File: src/rtl/id_ex_stage.sv
// ----------------------------------------------------------------------------
// id_ex_stage
//
// ID/EX pipeline register for the RV32I pipelined core, together with the
// EX-side operand selection that feeds the ALU. Each rising edge captures the
// decoded ID fields, or a bubble when the instruction must not enter EX. The
// stored rs1/rs2 values are then resolved against the EX/MEM and MEM/WB
// results (RAW forwarding). The operand muxes then drive the ALU directly.
// A load that is still in EX while its consumer sits in ID raises a one-cycle
// stall request.
//
// Ports
//   clk_i, rst_ni              clock (rising edge), async active-low reset
//   id_*                       decoded instruction fields from ID
//   flush_i                    kill the instruction entering EX
//   exm_rd_i/we_i/data_i       EX/MEM destination, write enable, result
//   mwb_rd_i/we_i/data_i       MEM/WB destination, write enable, writeback
//   stall_o                    hold PC and IF/ID this cycle (load-use)
//   ex_*_o                     registered control for EX/MEM
//   operand1_o, operand2_o     ALU operands
//   alu_op_o                   ALU op code, passed through unchanged
//   store_data_o               forwarded rs2 value for stores
// ----------------------------------------------------------------------------
module id_ex_stage #(
    parameter int XLEN = 32
) (
    input  logic            clk_i,
    input  logic            rst_ni,

    input  logic            id_valid_i,
    input  logic [XLEN-1:0] id_pc_i,
    input  logic [4:0]      id_rs1_addr_i,
    input  logic [4:0]      id_rs2_addr_i,
    input  logic [4:0]      id_rd_addr_i,
    input  logic [XLEN-1:0] id_rs1_data_i,
    input  logic [XLEN-1:0] id_rs2_data_i,
    input  logic [XLEN-1:0] id_imm_i,
    input  logic [3:0]      id_alu_op_i,
    input  logic            id_op_a_sel_i,
    input  logic            id_op_b_sel_i,
    input  logic            id_reg_we_i,
    input  logic            id_mem_rd_i,
    input  logic            id_mem_wr_i,

    input  logic            flush_i,

    input  logic [4:0]      exm_rd_i,
    input  logic            exm_we_i,
    input  logic [XLEN-1:0] exm_data_i,
    input  logic [4:0]      mwb_rd_i,
    input  logic            mwb_we_i,
    input  logic [XLEN-1:0] mwb_data_i,

    output logic            stall_o,
    output logic            ex_valid_o,
    output logic [XLEN-1:0] ex_pc_o,
    output logic [4:0]      ex_rd_addr_o,
    output logic            ex_reg_we_o,
    output logic            ex_mem_rd_o,
    output logic            ex_mem_wr_o,
    output logic [XLEN-1:0] operand1_o,
    output logic [XLEN-1:0] operand2_o,
    output logic [3:0]      alu_op_o,
    output logic [XLEN-1:0] store_data_o
);

    // Registered ID fields that are consumed only inside this stage.
    logic [4:0]      ex_rs1_addr;
    logic [4:0]      ex_rs2_addr;
    logic [XLEN-1:0] ex_rs1_data;
    logic [XLEN-1:0] ex_rs2_data;
    logic [XLEN-1:0] ex_imm;
    logic            ex_op_a_sel;
    logic            ex_op_b_sel;

    logic            load_use;
    logic            insert_bubble;
    logic [XLEN-1:0] fwd_rs1;
    logic [XLEN-1:0] fwd_rs2;

    // Load-use: the load in EX only has its data after MEM, so a consumer in
    // ID must wait one cycle. A flush kills the consumer anyway, so it
    // suppresses the stall.
    always_comb begin
        load_use = ex_valid_o && ex_mem_rd_o && id_valid_i &&
                   (ex_rd_addr_o != 5'd0) &&
                   ((ex_rd_addr_o == id_rs1_addr_i) ||
                    (ex_rd_addr_o == id_rs2_addr_i)) &&
                   !flush_i;
    end

    assign stall_o       = load_use;
    assign insert_bubble = flush_i || load_use;

    always_ff @(posedge clk_i or negedge rst_ni) begin
        if (!rst_ni) begin
            ex_valid_o   <= 1'b0;
            ex_pc_o      <= '0;
            ex_rs1_addr  <= '0;
            ex_rs2_addr  <= '0;
            ex_rd_addr_o <= '0;
            ex_rs1_data  <= '0;
            ex_rs2_data  <= '0;
            ex_imm       <= '0;
            alu_op_o     <= '0;
            ex_op_a_sel  <= 1'b0;
            ex_op_b_sel  <= 1'b0;
            ex_reg_we_o  <= 1'b0;
            ex_mem_rd_o  <= 1'b0;
            ex_mem_wr_o  <= 1'b0;
        end else if (insert_bubble) begin
            // A bubble clears every field, not just the control bits, so a
            // dead slot never forwards stale data into the ALU.
            ex_valid_o   <= 1'b0;
            ex_pc_o      <= '0;
            ex_rs1_addr  <= '0;
            ex_rs2_addr  <= '0;
            ex_rd_addr_o <= '0;
            ex_rs1_data  <= '0;
            ex_rs2_data  <= '0;
            ex_imm       <= '0;
            alu_op_o     <= '0;
            ex_op_a_sel  <= 1'b0;
            ex_op_b_sel  <= 1'b0;
            ex_reg_we_o  <= 1'b0;
            ex_mem_rd_o  <= 1'b0;
            ex_mem_wr_o  <= 1'b0;
        end else begin
            ex_valid_o   <= id_valid_i;
            ex_pc_o      <= id_pc_i;
            ex_rs1_addr  <= id_rs1_addr_i;
            ex_rs2_addr  <= id_rs2_addr_i;
            ex_rd_addr_o <= id_rd_addr_i;
            ex_rs1_data  <= id_rs1_data_i;
            ex_rs2_data  <= id_rs2_data_i;
            ex_imm       <= id_imm_i;
            alu_op_o     <= id_alu_op_i;
            ex_op_a_sel  <= id_op_a_sel_i;
            ex_op_b_sel  <= id_op_b_sel_i;
            ex_reg_we_o  <= id_reg_we_i;
            ex_mem_rd_o  <= id_mem_rd_i;
            ex_mem_wr_o  <= id_mem_wr_i;
        end
    end

    // Forwarding: EX/MEM holds the younger result, so it wins over MEM/WB.
    // x0 is excluded on both paths so it always reads its register value.
    always_comb begin
        fwd_rs1 = ex_rs1_data;
        if (exm_we_i && (exm_rd_i != 5'd0) && (exm_rd_i == ex_rs1_addr)) begin
            fwd_rs1 = exm_data_i;
        end else if (mwb_we_i && (mwb_rd_i != 5'd0) && (mwb_rd_i == ex_rs1_addr)) begin
            fwd_rs1 = mwb_data_i;
        end
    end

    always_comb begin
        fwd_rs2 = ex_rs2_data;
        if (exm_we_i && (exm_rd_i != 5'd0) && (exm_rd_i == ex_rs2_addr)) begin
            fwd_rs2 = exm_data_i;
        end else if (mwb_we_i && (mwb_rd_i != 5'd0) && (mwb_rd_i == ex_rs2_addr)) begin
            fwd_rs2 = mwb_data_i;
        end
    end

    assign operand1_o   = ex_op_a_sel ? ex_pc_o : fwd_rs1;
    assign operand2_o   = ex_op_b_sel ? ex_imm  : fwd_rs2;
    // Stores take rs2 even when operand2 carries the address offset.
    assign store_data_o = fwd_rs2;

endmodule

File: config.mk
export PLATFORM = sky130hd
export DESIGN_NAME = id_ex_stage
export DESIGN_NICKNAME = d
export VERILOG_FILES = /design/src/rtl/id_ex_stage.sv
export SDC_FILE = /design/constraint.sdc
export NUM_CORES = 1
export LEC_CHECK = 0
export ABC_AREA = 1
export BUFFER_PORTS_ARGS = -buffer_cell sky130_fd_sc_hd__buf_2
export CAP_MARGIN = 20
export CELL_PAD_IN_SITES_DETAIL_PLACEMENT = 2
export CELL_PAD_IN_SITES_GLOBAL_PLACEMENT = 2
export CORE_MARGIN = 2
export CORE_UTILIZATION = 25
export CTS_CLUSTER_SIZE = 10
export DETAILED_ROUTE_END_ITERATION = 6
export PLACE_DENSITY = 0.86
export SETUP_SLACK_MARGIN = 0.1
export SLEW_MARGIN = 5
export SYNTH_ARGS = -nofsm -noshare
export SYNTH_HDL_FRONTEND = slang
export SYNTH_SLANG_ARGS = --single-unit
File: constraint.sdc
create_clock -name clk_i -period 2.4 [get_ports clk_i]
set_clock_uncertainty 0.15 [all_clocks]
set_input_delay 0.12 -clock clk_i [delete_from_list [all_inputs] [get_ports clk_i]]
set_output_delay 0.12 -clock clk_i [all_outputs]
set_load 0.02 [all_outputs]
==> out/results.tsv <==
stage	metric	value	unit
setup_path	reg-to-reg critical path endpoint	ex_pc_o[13]$_DFF_PN0_	
setup_path	origin of the critical flop-to-flop path	ex_rd_addr_o[3]$_DFF_PN0_	
placement	Port Buffer Count	373	
timing	Max Fclk	375.8	MHz
layout	nets	1893	
layout	fraction of layout cells with a size suffix above 1	38.37	%
global_route	total gr overflow	0	
routing	DRT antenna net count	0	
clock_tree	CTS sink cnt	153	
timing	Final Hold Viols	0	
routing	DR vias/cell	4.924	
setup_path	Startpoint Class	register	
routing	TritonRoute pass-1 iters	5	
status	violated checks	setup timing	
floorplan	Die X	185.6	um
floorplan	CORE AREA	32540	um2
status	outcome	finished, violations left	
global_route	vias in the first global route	11985	
routing	Residual DRC	0	
setup_path	largest fanout on the critical path	6	
timing	Tmin final	2.661	ns
timing	period utilization	110.9	%
global_route	first-pass GRT wire length	73480	um
setup_path	worst reg2reg path depth	8	
power_and_ir_drop	Tot Pwr	8054	uW
power_and_ir_drop	Pwr Density	548.9	nW/um2
routing	total number of vias	10479	
logic_synthesis	Distinct cells, synth	24	
logic_synthesis	warning count from the yosys run	0	
placement	Post-DP Area	10790	um2
floorplan	Row Count	66	
power_and_ir_drop	Pleak	0.008066	uW
logic_synthesis	Synth area leaders	dfrtp_1, nand2_1, inv_1	
worst_hold_path	Worst Hold End	ex_rs2_data[31]$_DFF_PN0_	
clock_tree	Root Driver	clkbuf_16	
logic_synthesis	top cell type by total area after synthesis	dfrtp_1	
logic_synthesis	Syn Inst Count	1119	
global_route	largest net degree at the start of global routing	62	
setup_path	FF-to-FF setup slack	0.28	ns
worst_hold_path	hold-critical path depth	4	
logic_synthesis	syn_nets	1351	
setup_path	Worst EP arrival	2.39	ns
timing	worst setup margin	-0.2613	ns
clock_tree	CTS buffer count	17	
floorplan	Die ar.	34450	um2
timing	fin. max-slew vios	0	
worst_hold_path	min-delay src	flush_i	
logic_synthesis	Synth top area share	46.43	%
setup_path	crit path capture type	output port	
global_route	All-Layer GR Usage	29.21	%
timing	headroom to the max-slew limit	55.05	%
routing	Post-Route WL	57060	um
logic_synthesis	Mapped Avg Cell Area	7.370	um2
floorplan	initial core utilization	25.35	%
floorplan	Top Ports	374	
logic_synthesis	synthesized area	8247	um2
routing	wire length per cell	26.81	um
timing	setup_tns	-14.75	ns
setup_path	Required @ worst endpoint	2.13	ns
placement	Final GP Congestion	0.8238	
setup_path	Setup Crit Path Kind	reg -> out	
layout	Design Area, Final	14670	um2
placement	Post-DP HPWL	29250	um
clock_tree	Max Root-Sink Buffers	2	
logic_synthesis	FF+latch count, synth	153	
timing	Worst-Margin Slew	0.6743	ns
routing	Initial DRC Count	521	
run	Max Cap Viol	0	
layout	Layout area overhead	77.92	%
clock_tree	Clock H-tree levels	4	
clock_tree	clock transition at the registers of the reported paths	0.08	ns
global_route	initial antenna violation count	12	
logic_synthesis	Seq/Total Area, Yosys	46.43	%
clock_tree	TritonCTS clock tree	yes	
power_and_ir_drop	Peak VDD IR	0.0003921	V
worst_hold_path	HP Class	in -> reg	
timing	unrepaired setup endpoints after global routing	yes	
clock_tree	Clk Latency, worst-skew pair	0.45	ns
floorplan	Die Ht	185.6	um
timing	Final setup viols	96	
## placed cells by master, fill, tap and decap left out, types with 3 or more instances in the layout
master and count:
inv_2 9, clkinv_2 3, xnor2_1 5, nand2_4 5, diode_2 13, dfrtp_2 4, bufinv_16 5, inv_1 183
nand3_2 54, buf_6 46, xnor2_2 6, nand3_4 6, nand3_1 74, buf_8 5, o21bai_4 8, and2_4 20
nor2_4 5, buf_12 19, buf_4 47, o21bai_1 24, dlygate4sd3_1 154, nand2_2 53, clkbuf_16 29, dfrtp_1 149
xor2_1 12, and2_1 12, nand4_1 32, a21oi_1 3, nand3b_1 34, buf_2 304, nand2_1 182, nor2_1 162
## power breakdown
group	switching, uW	internal [uW]	leakage [uW]	total (uW)
logic	1250	885	0.00580	2130
clock network	1280	1840	0.000304	3120
registers	89.5	2710	0.00197	2800
total	2620	5440	0.00807	8050
## worst max path at each step
stage / cells past startpoint / start / to / slack (ns)
4_1_cts: 11 / ex_rs2_addr[1]$_DFF_PN0_ / operand2_o[2] / -0.05
3_5_place_dp: 8 / ex_rd_addr_o[0]$_DFF_PN0_ / ex_imm[4]$_DFF_PN0_ / 0.22
5_1_grt: 10 / ex_rs1_addr[2]$_DFF_PN0_ / operand1_o[8] / -0.35
6_report: 10 / ex_rs1_addr[2]$_DFF_PN0_ / operand1_o[8] / -0.26
3_3_place_gp: 9 / ex_rs2_addr[3]$_DFF_PN0_ / operand2_o[0] / 0.30
2_1_floorplan: 9 / ex_rd_addr_o[3]$_DFF_PN0_ / alu_op_o[0]$_DFF_PN0_ / 0.63
## repair_timing
action	4_1_cts	5_1_grt
hold buffers	154	0
buffers inserted	1	11
setup endpoints to repair	97	103
gates resized for setup	73	249
hold endpoints to repair	210	0
pin swaps	4	39
cloned	1	17
## layer usage
layer	wire, um	up-vias	GRT usage [%]
met3	3201	172	6.809
met4	2912	2	15.65
met5	13	-	0
met2	30490	486	55.22
li1	-	4512	-
met1	20440	5307	29.56
## cell type report
type / instances / area (um2)
Antenna cell: 13 / 32.53
Clock buffer: 19 / 432.9
Clock inverter: 12 / 197.7
Fill cell: 3573 / 17860
Inverter: 192 / 720.7
Multi-Input combinational cell: 708 / 4178
Sequential cell: 153 / 3834
Tap cell: 442 / 553.0
Timing Repair Buffer: 589 / 4725
## cells by family after synthesis
kind of cell | Yosys count | share of synthesized area [%]
flip-flops | 153 | 46.43
AO/OA/AOI/OAI | 36 | 3.156
XOR/XNOR | 25 | 2.655
AND/OR/NAND/NOR | 647 | 35.18
buffers and inverters | 258 | 12.58
## stage by stage
stage                     utilization (%)  setup WS (ns)  hold slack [ns]  instances
after floorplan                         -         0.6287          -0.3256       1119
after global placement              33.16         0.2952          0.02177       1900
after detailed placement            33.16         0.2214          0.03036       1900
after CTS                           40.75       -0.05016          0.03442       2087
after global routing                45.08        -0.3476          0.09344       2126
final                               45.10        -0.2613          0.07154       2128
## critical path: stages (launching register included)
cell,delay [ns]
dfrtp_1,0.44
xnor2_1,0.30
nand3_2,0.15
nor2_4,0.22
nand2_8,0.14
clkbuf_16,0.19
nand2_1,0.06
nand3_1,0.10
nand2_1,0.12
nand2_1,0.07
buf_2,0.17
## cell usage after synthesis (all sizes together)
cell type and count:
nor3 2, and2 32, nor4 1, o21ai 1, or2 1, a21oi 3, xor2 14, nand4 32
inv 192, nand3 134, nand3b 34, o21bai 32, nand2 242, xnor2 11, buf 41, dfrtp 153
nor2 169, clkbuf 25
## sequential cells by signal, indices dropped and copies added (netlist names)
signal	cells
ex_rs2_data	32
ex_rd_addr_o	5
ex_imm	32
ex_reg_we_o	1
ex_op_a_sel	1
ex_pc_o	32
ex_mem_rd_o	1
ex_rs2_addr	5
ex_rs1_addr	5
ex_rs1_data	32
ex_valid_o	1
ex_mem_wr_o	1
alu_op_o	4
ex_op_b_sel	1
Power figures use the tool's default switching activity.
